## src/rtl/fourway_input_sequencer.sv

```systemverilog
// fourway_input_sequencer: time-multiplexed 4-way joystick conditioner.
// Each ce strobe snapshots all players and the diagonal mode, then sweeps
// one player per clock through a shared settle filter, history tracker and
// diagonal resolver. Nibble bits are {up,down,left,right}.
// Optional build macro: FOURWAY_OPPOSITE_CANCEL_EN clears opposing
// direction pairs (up+down, left+right) before the settle filter.
module fourway_input_sequencer #(
    parameter int NUM_PLAYERS          = 2,
    parameter int SETTLE               = 2,
    parameter int PDIP_FAVOR_DIRECTION = 0
) (
    input  logic                     clk,
    input  logic                     reset,
    input  logic                     ce,
    input  logic [4*NUM_PLAYERS-1:0] joy_in,
    input  logic [3:0]               m_mode,
    output logic [4*NUM_PLAYERS-1:0] joy_out,
    output logic                     out_valid,
    output logic                     overrun
);

    localparam int PW = (NUM_PLAYERS > 1) ? $clog2(NUM_PLAYERS) : 1;
    localparam int CW = (SETTLE > 0) ? $clog2(SETTLE + 1) : 1;
    localparam logic [PW-1:0] LAST_P   = PW'(NUM_PLAYERS - 1);
    localparam logic [CW:0]   SETTLE_W = (CW + 1)'(SETTLE);

    typedef enum logic [1:0] {S_IDLE, S_EVAL, S_DONE} state_t;
    typedef enum logic [3:0] {
        M_DISABLED   = 4'd0,
        M_PREDICTION = 4'd1,
        M_CORRECTION = 4'd2,
        M_VERTICAL   = 4'd3,
        M_HORIZONTAL = 4'd4,
        M_CLEAR      = 4'd5
    } mode_t;

    state_t                     state_q, state_d;
    logic [PW-1:0]              p_q, p_d;
    logic [4*NUM_PLAYERS-1:0]   snap_q, snap_d;
    logic [3:0]                 mode_q, mode_d;
    logic [4*NUM_PLAYERS-1:0]   joy_q, joy_d;
    logic                       out_valid_q, out_valid_d;
    logic                       overrun_q, overrun_d;
    logic [3:0]                 cand_q [NUM_PLAYERS];
    logic [3:0]                 cand_d [NUM_PLAYERS];
    logic [CW-1:0]              cnt_q  [NUM_PLAYERS];
    logic [CW-1:0]              cnt_d  [NUM_PLAYERS];
    logic [3:0]                 acc_q  [NUM_PLAYERS];
    logic [3:0]                 acc_d  [NUM_PLAYERS];
    logic [3:0]                 old_q  [NUM_PLAYERS];
    logic [3:0]                 old_d  [NUM_PLAYERS];

    function automatic logic is_diag(input logic [3:0] v);
        return (v[3] | v[2]) & (v[1] | v[0]);
    endfunction

    function automatic logic [3:0] cancel_opp(input logic [3:0] v);
        logic [3:0] r;
        r = v;
`ifdef FOURWAY_OPPOSITE_CANCEL_EN
        if (v[3] && v[2]) r[3:2] = 2'b00;
        if (v[1] && v[0]) r[1:0] = 2'b00;
`endif
        return r;
    endfunction

    function automatic logic [3:0] resolve(input logic [3:0] a, input logic [3:0] o,
                                           input logic [3:0] mode);
        logic [3:0] r;
        r = a;
        if (is_diag(a)) begin
            case (mode)
                M_PREDICTION: r = a & ~o;
                M_CORRECTION: r = o;
                M_VERTICAL:   r = a & 4'b1100;
                M_HORIZONTAL: r = a & 4'b0011;
                M_CLEAR:      r = '0;
                default:      r = a;
            endcase
        end
        if (is_diag(r)) begin
            r = (PDIP_FAVOR_DIRECTION != 0) ? (r & 4'b1100) : (r & 4'b0011);
        end
        return r;
    endfunction

    // Next-state: sweep control, per-player settle/history/resolution for player p.
    always_comb begin
        logic [3:0] s;
        logic [3:0] a;
        logic [3:0] o;
        logic       accept;
        s           = '0;
        a           = '0;
        o           = '0;
        accept      = 1'b0;
        state_d     = state_q;
        p_d         = p_q;
        snap_d      = snap_q;
        mode_d      = mode_q;
        joy_d       = joy_q;
        out_valid_d = 1'b0;
        overrun_d   = overrun_q;
        cand_d      = cand_q;
        cnt_d       = cnt_q;
        acc_d       = acc_q;
        old_d       = old_q;

        if (ce && state_q != S_IDLE) overrun_d = 1'b1;

        unique case (state_q)
            S_IDLE: begin
                if (ce) begin
                    snap_d  = joy_in;
                    mode_d  = m_mode;
                    p_d     = '0;
                    state_d = S_EVAL;
                    // History is cleared at snapshot time; no player has been
                    // evaluated yet, so this precedes every resolution in the sweep.
                    if (m_mode != mode_q) begin
                        for (int unsigned i = 0; i < NUM_PLAYERS; i++) old_d[i] = '0;
                    end
                end
            end
            S_EVAL: begin
                for (int unsigned i = 0; i < NUM_PLAYERS; i++) begin
                    if (p_q == PW'(i)) begin
                        s      = cancel_opp(snap_q[4*i +: 4]);
                        a      = acc_q[i];
                        o      = old_q[i];
                        accept = 1'b0;
                        if (s != cand_q[i]) begin
                            cand_d[i] = s;
                            cnt_d[i]  = '0;
                            accept    = (SETTLE == 0);
                        end else if ({1'b0, cnt_q[i]} < SETTLE_W) begin
                            cnt_d[i] = cnt_q[i] + 1'b1;
                            accept   = (({1'b0, cnt_q[i]} + 1'b1) == SETTLE_W);
                        end else begin
                            accept = 1'b1;
                        end
                        if (accept && s != a) begin
                            o = a;
                            a = s;
                        end
                        acc_d[i]          = a;
                        old_d[i]          = o;
                        joy_d[4*i +: 4]   = resolve(a, o, mode_q);
                    end
                end
                if (p_q == LAST_P) begin
                    state_d     = S_DONE;
                    out_valid_d = 1'b1;
                end else begin
                    p_d = p_q + 1'b1;
                end
            end
            S_DONE:  state_d = S_IDLE;
            default: state_d = S_IDLE;
        endcase
    end

    // State registers with synchronous active-high reset.
    always_ff @(posedge clk) begin
        if (reset) begin
            state_q     <= S_IDLE;
            p_q         <= '0;
            snap_q      <= '0;
            mode_q      <= '0;
            joy_q       <= '0;
            out_valid_q <= 1'b0;
            overrun_q   <= 1'b0;
            for (int unsigned i = 0; i < NUM_PLAYERS; i++) begin
                cand_q[i] <= '0;
                cnt_q[i]  <= '0;
                acc_q[i]  <= '0;
                old_q[i]  <= '0;
            end
        end else begin
            state_q     <= state_d;
            p_q         <= p_d;
            snap_q      <= snap_d;
            mode_q      <= mode_d;
            joy_q       <= joy_d;
            out_valid_q <= out_valid_d;
            overrun_q   <= overrun_d;
            for (int unsigned i = 0; i < NUM_PLAYERS; i++) begin
                cand_q[i] <= cand_d[i];
                cnt_q[i]  <= cnt_d[i];
                acc_q[i]  <= acc_d[i];
                old_q[i]  <= old_d[i];
            end
        end
    end

    assign joy_out   = joy_q;
    assign out_valid = out_valid_q;
    assign overrun   = overrun_q;

endmodule

```

## config.mk

```make
export PLATFORM = sky130hd
export DESIGN_NAME = fourway_input_sequencer
export DESIGN_NICKNAME = d
export VERILOG_FILES = /design/src/rtl/fourway_input_sequencer.sv
export SDC_FILE = /design/constraint.sdc
export NUM_CORES = 1
export LEC_CHECK = 0
export ABC_AREA = 1
export BUFFER_PORTS_ARGS = -buffer_cell sky130_fd_sc_hd__clkbuf_2
export CAP_MARGIN = 30
export CORE_UTILIZATION = 60
export DETAILED_ROUTE_END_ITERATION = 8
export HOLD_SLACK_MARGIN = 0.02
export PLACE_DENSITY_LB_ADDON = 0.2
export RECOVER_POWER = 25
export SLEW_MARGIN = 20
export SYNTH_ARGS = -nofsm -noshare
export SYNTH_HDL_FRONTEND = slang
export SYNTH_SLANG_ARGS = --single-unit
```

## constraint.sdc

```tcl
create_clock -name clk -period 3.5 [get_ports clk]
set_clock_uncertainty 0.2 [all_clocks]
set_input_delay 0.7 -clock clk [delete_from_list [all_inputs] [get_ports clk]]
set_output_delay 0.7 -clock clk [all_outputs]
set_load 0.01 [all_outputs]
```

==> results of run 1 <==
[area by class of cell]
class | count | area share, %
Clock buffer | 7 | 2.32
Clock inverter | 1 | 0.229
Inverter | 73 | 8.34
Multi-Input combinational cell | 325 | 50.6
Sequential cell | 53 | 32.3
Tap cell | 67 | 2.55
Timing Repair Buffer | 26 | 3.62
[routing by layer]
| layer | vias to the layer above | global-route usage, % | wire [microns] |
|---|---|---|---|
| met5 | - | 0 | 0 |
| met4 | 0 | 8.06 | 74 |
| met3 | 8 | 4.53 | 218 |
| met2 | 42 | 46.7 | 3260 |
| met1 | 1347 | 33.8 | 3080 |
| li1 | 1513 | - | - |
[stage by stage]
step	std cells	cell area [sq um]	setup WS, ps	hold slack, ps	utilization (%)
after floorplan	462	3050	1640	241	-
after global placement	544	3220	1210	238	66.8
after detailed placement	544	3220	1090	240	66.8
after CTS	552	3300	1280	255	68.5
after global routing	552	3280	990	276	68.2
final	552	3280	1140	253	68.2
[critical path, stage by stage]
cell	delay (ps)
clkbuf_2	90
clkbuf_1	850
nor2_1	330
nand2_1	130
o21ai_0	80
o21ai_0	130
inv_1	60
[logic make-up after synthesis]
| family | Yosys count |
|---|---|
| and+or+nand+nor | 223 |
| AOI/OAI and AO/OA | 88 |
| buffers and inverters | 84 |
| DFF | 53 |
| xor gates and xnor gates | 12 |
| adders and majority gates | 2 |
[registers in the layout (all words and copies together), names as in the netlist, 2 cells and up]
name,flops
acc_q,8
old_q,8
joy_out,8
snap_q,8
mode_q,4
cand_q,8
state_q,2
cnt_q,4
[how the worst max path moves through the flow]
stage,from,to,slack [ps]
final,reset,cnt_q[1],1140
after global routing,reset,cnt_q[1],990
after floorplan,snap_q[6],joy_out[5],1640
after CTS,mode_q[1],joy_out[6],1280
after detailed placement,ce,old_q[6],1090
after global placement,ce,old_q[7],1210
[cells in the final DEF (no fill, tap or decap), types with 6 or more instances in the layout]
cell type and n:
nor2_1 33, dfxtp_1 53, inv_2 12, xnor2_1 7, o21ai_0 40, nand3_1 27
clkbuf_2 14, clkbuf_1 13, nand2_2 12, nand4_1 9, nand3_2 6, inv_1 61
nand2_1 120, a21oi_1 35
[power by group through the flow]
stage / Combinational [mW] / Sequential, mW / Clock, mW
after floorplan: 0.283 / 0.685 / 0
after global placement: 0.342 / 0.690 / 0
after detailed placement: 0.350 / 0.691 / 0
after CTS: 0.352 / 0.677 / 0.348
after global routing: 0.397 / 0.683 / 0.371
final: 0.351 / 0.677 / 0.342
==> flow_summary.toml, run 1 <==
[yosys]
ys_ff_latch = 53
synth_warnings = 0
synth_area_leaders = "dfxtp_1 (35%), nand2_1 (15%), inv_1 (7.5%), o21ai_0 (6.6%), a21oi_1 (5.7%)"
synth-compound-area-share_pct = 15.6
synth_top_family_by_area = "simple AND/OR/NAND/NOR gates"
synthTopCellsByCount = "nand2_1 (120), inv_1 (61), dfxtp_1 (53), o21ai_0 (40), a21oi_1 (35)"
synth_simple_gate_area_share_pct = 34.6
synth_xor_area_share_pct = 3.45
yosysUniqueCellTypes = 32
yosys.area.top_type = "dfxtp_1"
synth_most_common_cell = "nand2_1"
synth_area_per_cell_sq_um = 6.60
async_flop_share_pct = 0
synthMuxAreaShare_pct = 0
synth_edf_count = 0
synth_ff_type = "dfxtp_1"
syn-num-nets = 479
netlist_area_sq_um = 3050
netlist_instances = 462
synth.yosys.seq_area_share_pct = 34.8
yosysTopAreaCellShare_pct = 34.8
synthAdderAreaFrac_pct = 0.821

[pwr]
comb_power_share_pct = 25.6
internal_power_mw = 0.901
netSwitchingPower_mw = 0.470
total_power_mw = 1.37
switching_share_pct = 34.3
seqPwrFrac_pct = 49.4
clock_power_share_pct = 25.0
p_leak_nw = 1.55
max-vdd-ir-drop_uv = 307
power.density_nw_per_um2 = 417

[routing]
vias = 2910
first_iter_violations = 133
wl_per_cell_microns = 12.0
totalWireLength_mm = 6.64
ant_nets = 0
drc = 0
first_pass_iters = 4
routed_via_density = 5.27

[grt]
grt_antenna_before_repair = 0
grt_max_degree = 30
grt-ovfl-total = 0
track_usage_pct = 26.8
grt_pass1_vias = 2510
grt_pass1_wl_mm = 11.1

[place]
hpwl_mm = 4.96
io_buffers = 24
gp_congestion = 0.837

[worst_setup_path]
arrival_ps = 2360
critPathKind = "input port to flop"
r2r_slack_ps = 1180
critPathMaxFanout = 24
startpoint_type = "input port"
reg2reg_from = "mode_q[1]"
endpoint_kind = "flop"
worstPathRequired_ps = 3500
r2r-end = "joy_out[6]"
r2r_cells = 9

[sta]
post-route-period-util_pct = 67.4
worst_pin_slew_ps = 1160
hold_violations = 0
slew_headroom_pct = 22.9
setup_violations = 0
fin_crit_ps = 2360
final_max_slew_viol_count = 0
fmax_mhz = 424
rsz0062_at_grt = "no"
setup_tns_ps = 0

[min_path]
hold_start = "overrun"
hold_end = "overrun"
hold_path_class = "flop to flop"
whs_path_depth = 2

[clock_tree]
cts_hold_buffers = 0
clk_pin_slew_ps = 90
htree_levels = 2
cts_resized = 0
cts_made_buffers = 5
clock_latency_ps = 310
clk_path_buf_depth = 2
cts_sinks = 53
clockRootBuffer = "clkbuf_8"
cts_setup_buffers = 0
cts_tree = "yes"

[run]
maxCapViolations = 0

[die]
die_y_microns = 73.3
die_w_microns = 73.3
core_sq_um = 4820
start_util_pct = 63.3
rows = 25
ioPinCount = 25
die_area_sq_um = 5370

[layout]
multi_input_area_sq_um = 1660
drive_gt1_share_pct = 13.4
syn_to_final_growth_pct = 7.71
n_fill_cell = 479
final_nets = 501
diodes = 0
layout.area.seq_sq_um = 1060

[outcome]
status = "finished clean"
Power figures use the tool's default switching activity.
==> run 2: changes to the inputs <==
- ABC_AREA: 1 -> 0
- clock period: 3.5 -> 2.2 ns (I/O delays scaled with it)
==> flow_summary.toml, run 2 <==
[outcome]
status = "finished, violations left"
violations = "setup timing"

[die]
rows = 25
core_sq_um = 4820
start_util_pct = 63.7
die_w_microns = 73.5
die_area_sq_um = 5410
ioPinCount = 25
die_y_microns = 73.5

[worst_setup_path]
startpoint_type = "flop"
worstPathCellList = "xor2_2, buf_4, buf_4, o41ai_1, nor3_1, a2111oi_4, a211oi_2, or3_1, a21oi_1"
cp_slowest_cell = "o41ai_1"
critPathMaxFanout = 2
arrival_ps = 2800
worstPathRequired_ps = 2270
max_stage_delay_ps = 420
critPathKind = "flop to flop"
endpoint_kind = "flop"
crit_path_frequent_cell = "buf_4"

[yosys]
synth_ff_type = "dfxtp_1"
syn-num-nets = 392
netlist_instances = 375
yosys.area.top_type = "dfxtp_1"
synth_edf_count = 0
synth-compound-area-share_pct = 23.4
yosysUniqueCellTypes = 66
ys_ff_latch = 53
synth_warnings = 0
synthAdderAreaFrac_pct = 0.815
synth_xor_area_share_pct = 7.42
synthTopCellsByCount = "nand2_1 (58), dfxtp_1 (53), a21oi_1 (38), nor2_1 (31), clkbuf_1 (15)"
synth_area_per_cell_sq_um = 8.19
synth_area_leaders = "dfxtp_1 (35%), nand2_1 (7.1%), a21oi_1 (6.2%), mux2i_1 (4.2%), nor2_1 (3.8%)"
synthMuxAreaShare_pct = 5.70
netlist_area_sq_um = 3070
async_flop_share_pct = 0
synth.yosys.seq_area_share_pct = 34.6
synth_most_common_cell = "nand2_1"
synth_simple_gate_area_share_pct = 22.2
synth_top_family_by_area = "compound AO/OA/AOI/OAI gates"
yosysTopAreaCellShare_pct = 34.6

[grt]
track_usage_pct = 39.6
grt_pass1_vias = 3307
grt_antenna_before_repair = 0
grt_max_degree = 35
grt_pass1_wl_mm = 16.1
grt-ovfl-total = 0

[pwr]
netSwitchingPower_mw = 0.856
internal_power_mw = 1.55
seqPwrFrac_pct = 42.9
total_power_mw = 2.41
comb_power_share_pct = 29.9
clock_power_share_pct = 27.2
max-vdd-ir-drop_uv = 595
switching_share_pct = 35.6
p_leak_nw = 1.76
power.density_nw_per_um2 = 546

[clock_tree]
cts_sinks = 53
clk_path_buf_depth = 2
clock_latency_ps = 350
cts_hold_buffers = 0
cts_tree = "yes"
htree_levels = 2
cts_made_buffers = 5
clockRootBuffer = "clkbuf_8"
clk_pin_slew_ps = 120

[place]
dp.cells = 522
place_area_sq_um = 3880
io_buffers = 24
hpwl_mm = 6.47
gp_congestion = 0.915

[sta]
fin_crit_ps = 2730
setup_tns_ps = -5420
fmax_mhz = 366
worst_pin_slew_ps = 585
fin_ws_ps = -533
rsz0062_at_grt = "yes"
hold_violations = 0
setup_violations = 24
slew_headroom_pct = 60.4
final_max_slew_viol_count = 0
post-route-period-util_pct = 124

[layout]
drive_gt1_share_pct = 42.2
diodes = 0
n_fill_cell = 197
syn_to_final_growth_pct = 43.5
fin_cells = 553
layout_commonest_cell = "buf_4"
stdcell_area_sq_um = 4410
layout_common_cells = "buf_4 (101), nand2_1 (58), dfxtp_1 (40), a21oi_1 (37), nor2_1 (29)"
final_nets = 502

[routing]
routed_via_density = 7.26
first_iter_violations = 729
ant_nets = 0
totalWireLength_mm = 14.1
drc = 0
vias = 4015
wl_per_cell_microns = 25.4
first_pass_iters = 8

[min_path]
hold_path_class = "input port to flop"

[run]
maxCapViolations = 0
==> run 2: changes by cell type after synthesis, moves of 9 or more <==
cell | previous run | this run
nand2_2 | 12 | 0
nand2_1 | 120 | 58
inv_2 | 12 | 0
nand3_1 | 27 | 3
nand4_1 | 9 | 0
o21ai_0 | 40 | 14
mux2i_1 | 0 | 13
buf_2 | 0 | 11
inv_1 | 61 | 9
==> run 2: path summary, 6_finish.rpt <==
| kind | end | slack, ps | cells past startpoint | startpoint |
|---|---|---|---|---|
| setup / recovery | joy_out[4] | -530 | 9 | acc_q[3] |
| setup reg to reg | joy_out[4] | -530 | 9 | acc_q[3] |
| hold / removal | snap_q[5] | 110 | 3 | joy_in[5] |
| hold reg to reg | joy_out[2] | 270 | 2 | joy_out[2] |
==> run 2: what timing repair did <==
item / CTS / global route
endpoints found under the setup margin: 12 / 17
pin swaps: 12 / 14
resized for setup: 35 / 25
buffers inserted: 13 / 11
==> run 2: critical path: cells and delay by family, from the launching register on <==
family | cells | cell delay, ps
compound gates | 4 | 1080
buf+inv | 2 | 280
xor+xnor | 1 | 210
flops | 1 | 370
simple gates | 2 | 520
==> run 2: kinds of logic after synthesis <==
kind of cell             count (synthesis)
AO/OA/AOI/OAI                          106
XOR/XNOR                                20
adder cells (fa/ha/maj)                  2
buffers and inverters                   39
flip-flops                              53
multiplexers                            17
AND/OR/NAND/NOR                        138
==> run 2: final cells by class <==
class / instances / area, sq um / area share (%)
multi-input combinational: 283 / 2110 / 47.9
clock inverter: 3 / 28.8 / 0.653
timing repair buffer: 133 / 986 / 22.4
inverter: 9 / 33.8 / 0.767
clock buffer: 5 / 68.8 / 1.56
tap: 67 / 83.8 / 1.90
sequential: 53 / 1090 / 24.8
==> run 2: metal layers <==
layer  wire, microns  track usage, %  up-vias
met2            5890            65.4      472
li1                -               -     1557
met1            4620            50.8     1813
met4            1590            18.2        0
met5               0               0        -
met3            1960            5.90      173
==> run 2: per-stage QoR <==
step | util [%] | hold WS (ps) | worst slack (ps)
global placement | 80.6 | 233 | -369
floorplan | - | 242 | -286
CTS | 87.7 | 118 | -248
detailed placement | 80.6 | 236 | -417
finish | 91.5 | 110 | -533
global route | 91.5 | 118 | -659
==> run 2: power by group through the flow <==
stage / Combinational, mW / Sequential [mW] / Clock (mW)
2_1_floorplan: 0.317 / 1.03 / 0
3_3_place_gp: 0.505 / 1.04 / 0
3_5_place_dp: 0.518 / 1.05 / 0
4_1_cts: 0.584 / 1.02 / 0.608
5_1_grt: 0.734 / 1.03 / 0.661
6_report: 0.720 / 1.03 / 0.654
==> run 3: changes to the inputs <==
- SETUP_SLACK_MARGIN: unset -> 0.05
==> flow_summary.toml, run 3 (synthesis gave the netlist of run 2 again) <==
[pwr]
switching_share_pct = 32.0
power.density_nw_per_um2 = 546
seqPwrFrac_pct = 44.1
internal_power_mw = 1.60
max-vdd-ir-drop_uv = 571
p_leak_nw = 1.62
netSwitchingPower_mw = 0.754
clock_power_share_pct = 29.1
comb_power_share_pct = 26.8
total_power_mw = 2.36

[worst_setup_path]
r2r_cells = 9
worstPathCellList = "inv_1, ha_2, buf_4, nor3_1, a21oi_1, a21oi_1, a211oi_2, or3_1, a21oi_1"
max_stage_delay_ps = 400
reg2reg_from = "cnt_q[0]"
worstPathRequired_ps = 2270
critPathKind = "flop to flop"
r2r-end = "joy_out[4]"
critPathMaxFanout = 8
r2r_slack_ps = -360
crit_path_frequent_cell = "a21oi_1"
cp_slowest_cell = "or3_1"
startpoint_type = "flop"
arrival_ps = 2630
endpoint_kind = "flop"

[die]
ioPinCount = 25
die_area_sq_um = 5410
start_util_pct = 63.7
rows = 25
die_y_microns = 73.5
core_sq_um = 4820
die_w_microns = 73.5

[min_path]
whs_path_depth = 3
hold_start = "joy_in[5]"
hold_path_class = "input port to flop"
hold_end = "snap_q[5]"

[clock_tree]
clk_path_buf_depth = 2
cts_tree = "yes"
clockRootBuffer = "clkbuf_8"
cts_sinks = 53
cts_made_buffers = 5
htree_levels = 2
clock_latency_ps = 330
cts_hold_buffers = 0
clk_pin_slew_ps = 110

[layout]
layout.area.seq_sq_um = 1110
layout_common_cells = "buf_4 (74), nand2_1 (58), a21oi_1 (37), dfxtp_1 (32), nor2_1 (30)"
multi_input_area_sq_um = 2220
syn_to_final_growth_pct = 40.6
diodes = 0
drive_gt1_share_pct = 39.5
n_fill_cell = 214
final_nets = 475
layout_commonest_cell = "buf_4"

[sta]
worst_pin_slew_ps = 1040
fin_ws_ps = -363
post-route-period-util_pct = 116
slew_headroom_pct = 31.0
setup_violations = 21
fin_crit_ps = 2560
rsz0062_at_grt = "yes"
fmax_mhz = 390
hold_violations = 0
holdWs_ps = 138
final_max_slew_viol_count = 0

[grt]
grt_max_degree = 35
track_usage_pct = 37.7
met2_usage_pct = 60.9
grt_antenna_before_repair = 0
grt_use_met3_pct = 7.13
grt_pass1_vias = 3117
top_usage_layer = "met2"
grt-ovfl-total = 0
grt_use_met1_pct = 48.1
grt_pass1_wl_mm = 15.2

[routing]
ant_nets = 0
routed_via_density = 6.91
first_iter_violations = 601
wl_per_cell_microns = 23.2
totalWireLength_mm = 12.2
vias = 3626
drc = 0
first_pass_iters = 7

[place]
gp_congestion = 0.937
io_buffers = 24
hpwl_mm = 6.14

[outcome]
violations = "setup timing"
status = "finished, violations left"

[run]
maxCapViolations = 0
## run 3: how the worst max path moves through the flow
stage	startpoint	endpoint	slack (ps)	cells after the start
floorplan	snap_q[7]	joy_out[5]	-290	9
global placement	snap_q[2]	joy_out[2]	-280	7
detailed placement	snap_q[2]	joy_out[3]	-340	8
CTS	snap_q[3]	joy_out[3]	-200	7
global route	cnt_q[0]	joy_out[5]	-420	9
finish	cnt_q[0]	joy_out[4]	-360	9
## run 3: routing by layer
metal / share of wire, % / wire (microns)
met3: 12 / 1410
met2: 45 / 5470
met5: 0 / 0
met4: 7.9 / 963
met1: 36 / 4350
## run 3: what timing repair did
item / in CTS / in global routing
gates resized for setup: 38 / 48
pin swaps: 9 / 20
setup endpoints to repair: 15 / 23
buffers inserted: 2 / 8
## run 3: cell type report
cell class                      instances  share of cell area (%)
Sequential cell                        53                    25.8
Clock buffer                            5                    1.59
Inverter                                9                   0.782
Multi-Input combinational cell        283                    51.5
Timing Repair Buffer                  106                    17.6
Clock inverter                          2                   0.811
Tap cell                               67                    1.94
## run 3: metrics by stage
step / TNS [ps] / setup slack [ps] / utilization (%) / area (sq um) / std cells
2_1_floorplan: -1360 / -286 / - / 3250 / 375
3_3_place_gp: -1970 / -283 / 79.5 / 3830 / 509
3_5_place_dp: -2770 / -342 / 79.5 / 3830 / 509
4_1_cts: -1170 / -197 / 84.1 / 4050 / 518
5_1_grt: -4880 / -423 / 89.6 / 4320 / 525
6_report: -3230 / -363 / 89.6 / 4320 / 525
## run 3: critical path: cells and delay by family, from the launching register on
| family | cells | cell delay (ps) |
|---|---|---|
| AOI/OAI and AO/OA | 4 | 710 |
| adders and majority gates | 1 | 260 |
| buffers and inverters | 2 | 210 |
| DFF | 1 | 340 |
| and+or+nand+nor | 2 | 780 |
## run 3: power by group through the flow
stage / clock network, mW / registers [mW] / logic, mW
final: 0.686 / 1.04 / 0.632
after global placement: 0 / 1.05 / 0.473
after detailed placement: 0 / 1.05 / 0.485
after global routing: 0.703 / 1.04 / 0.653
after CTS: 0.664 / 1.03 / 0.511
after floorplan: 0 / 1.03 / 0.326
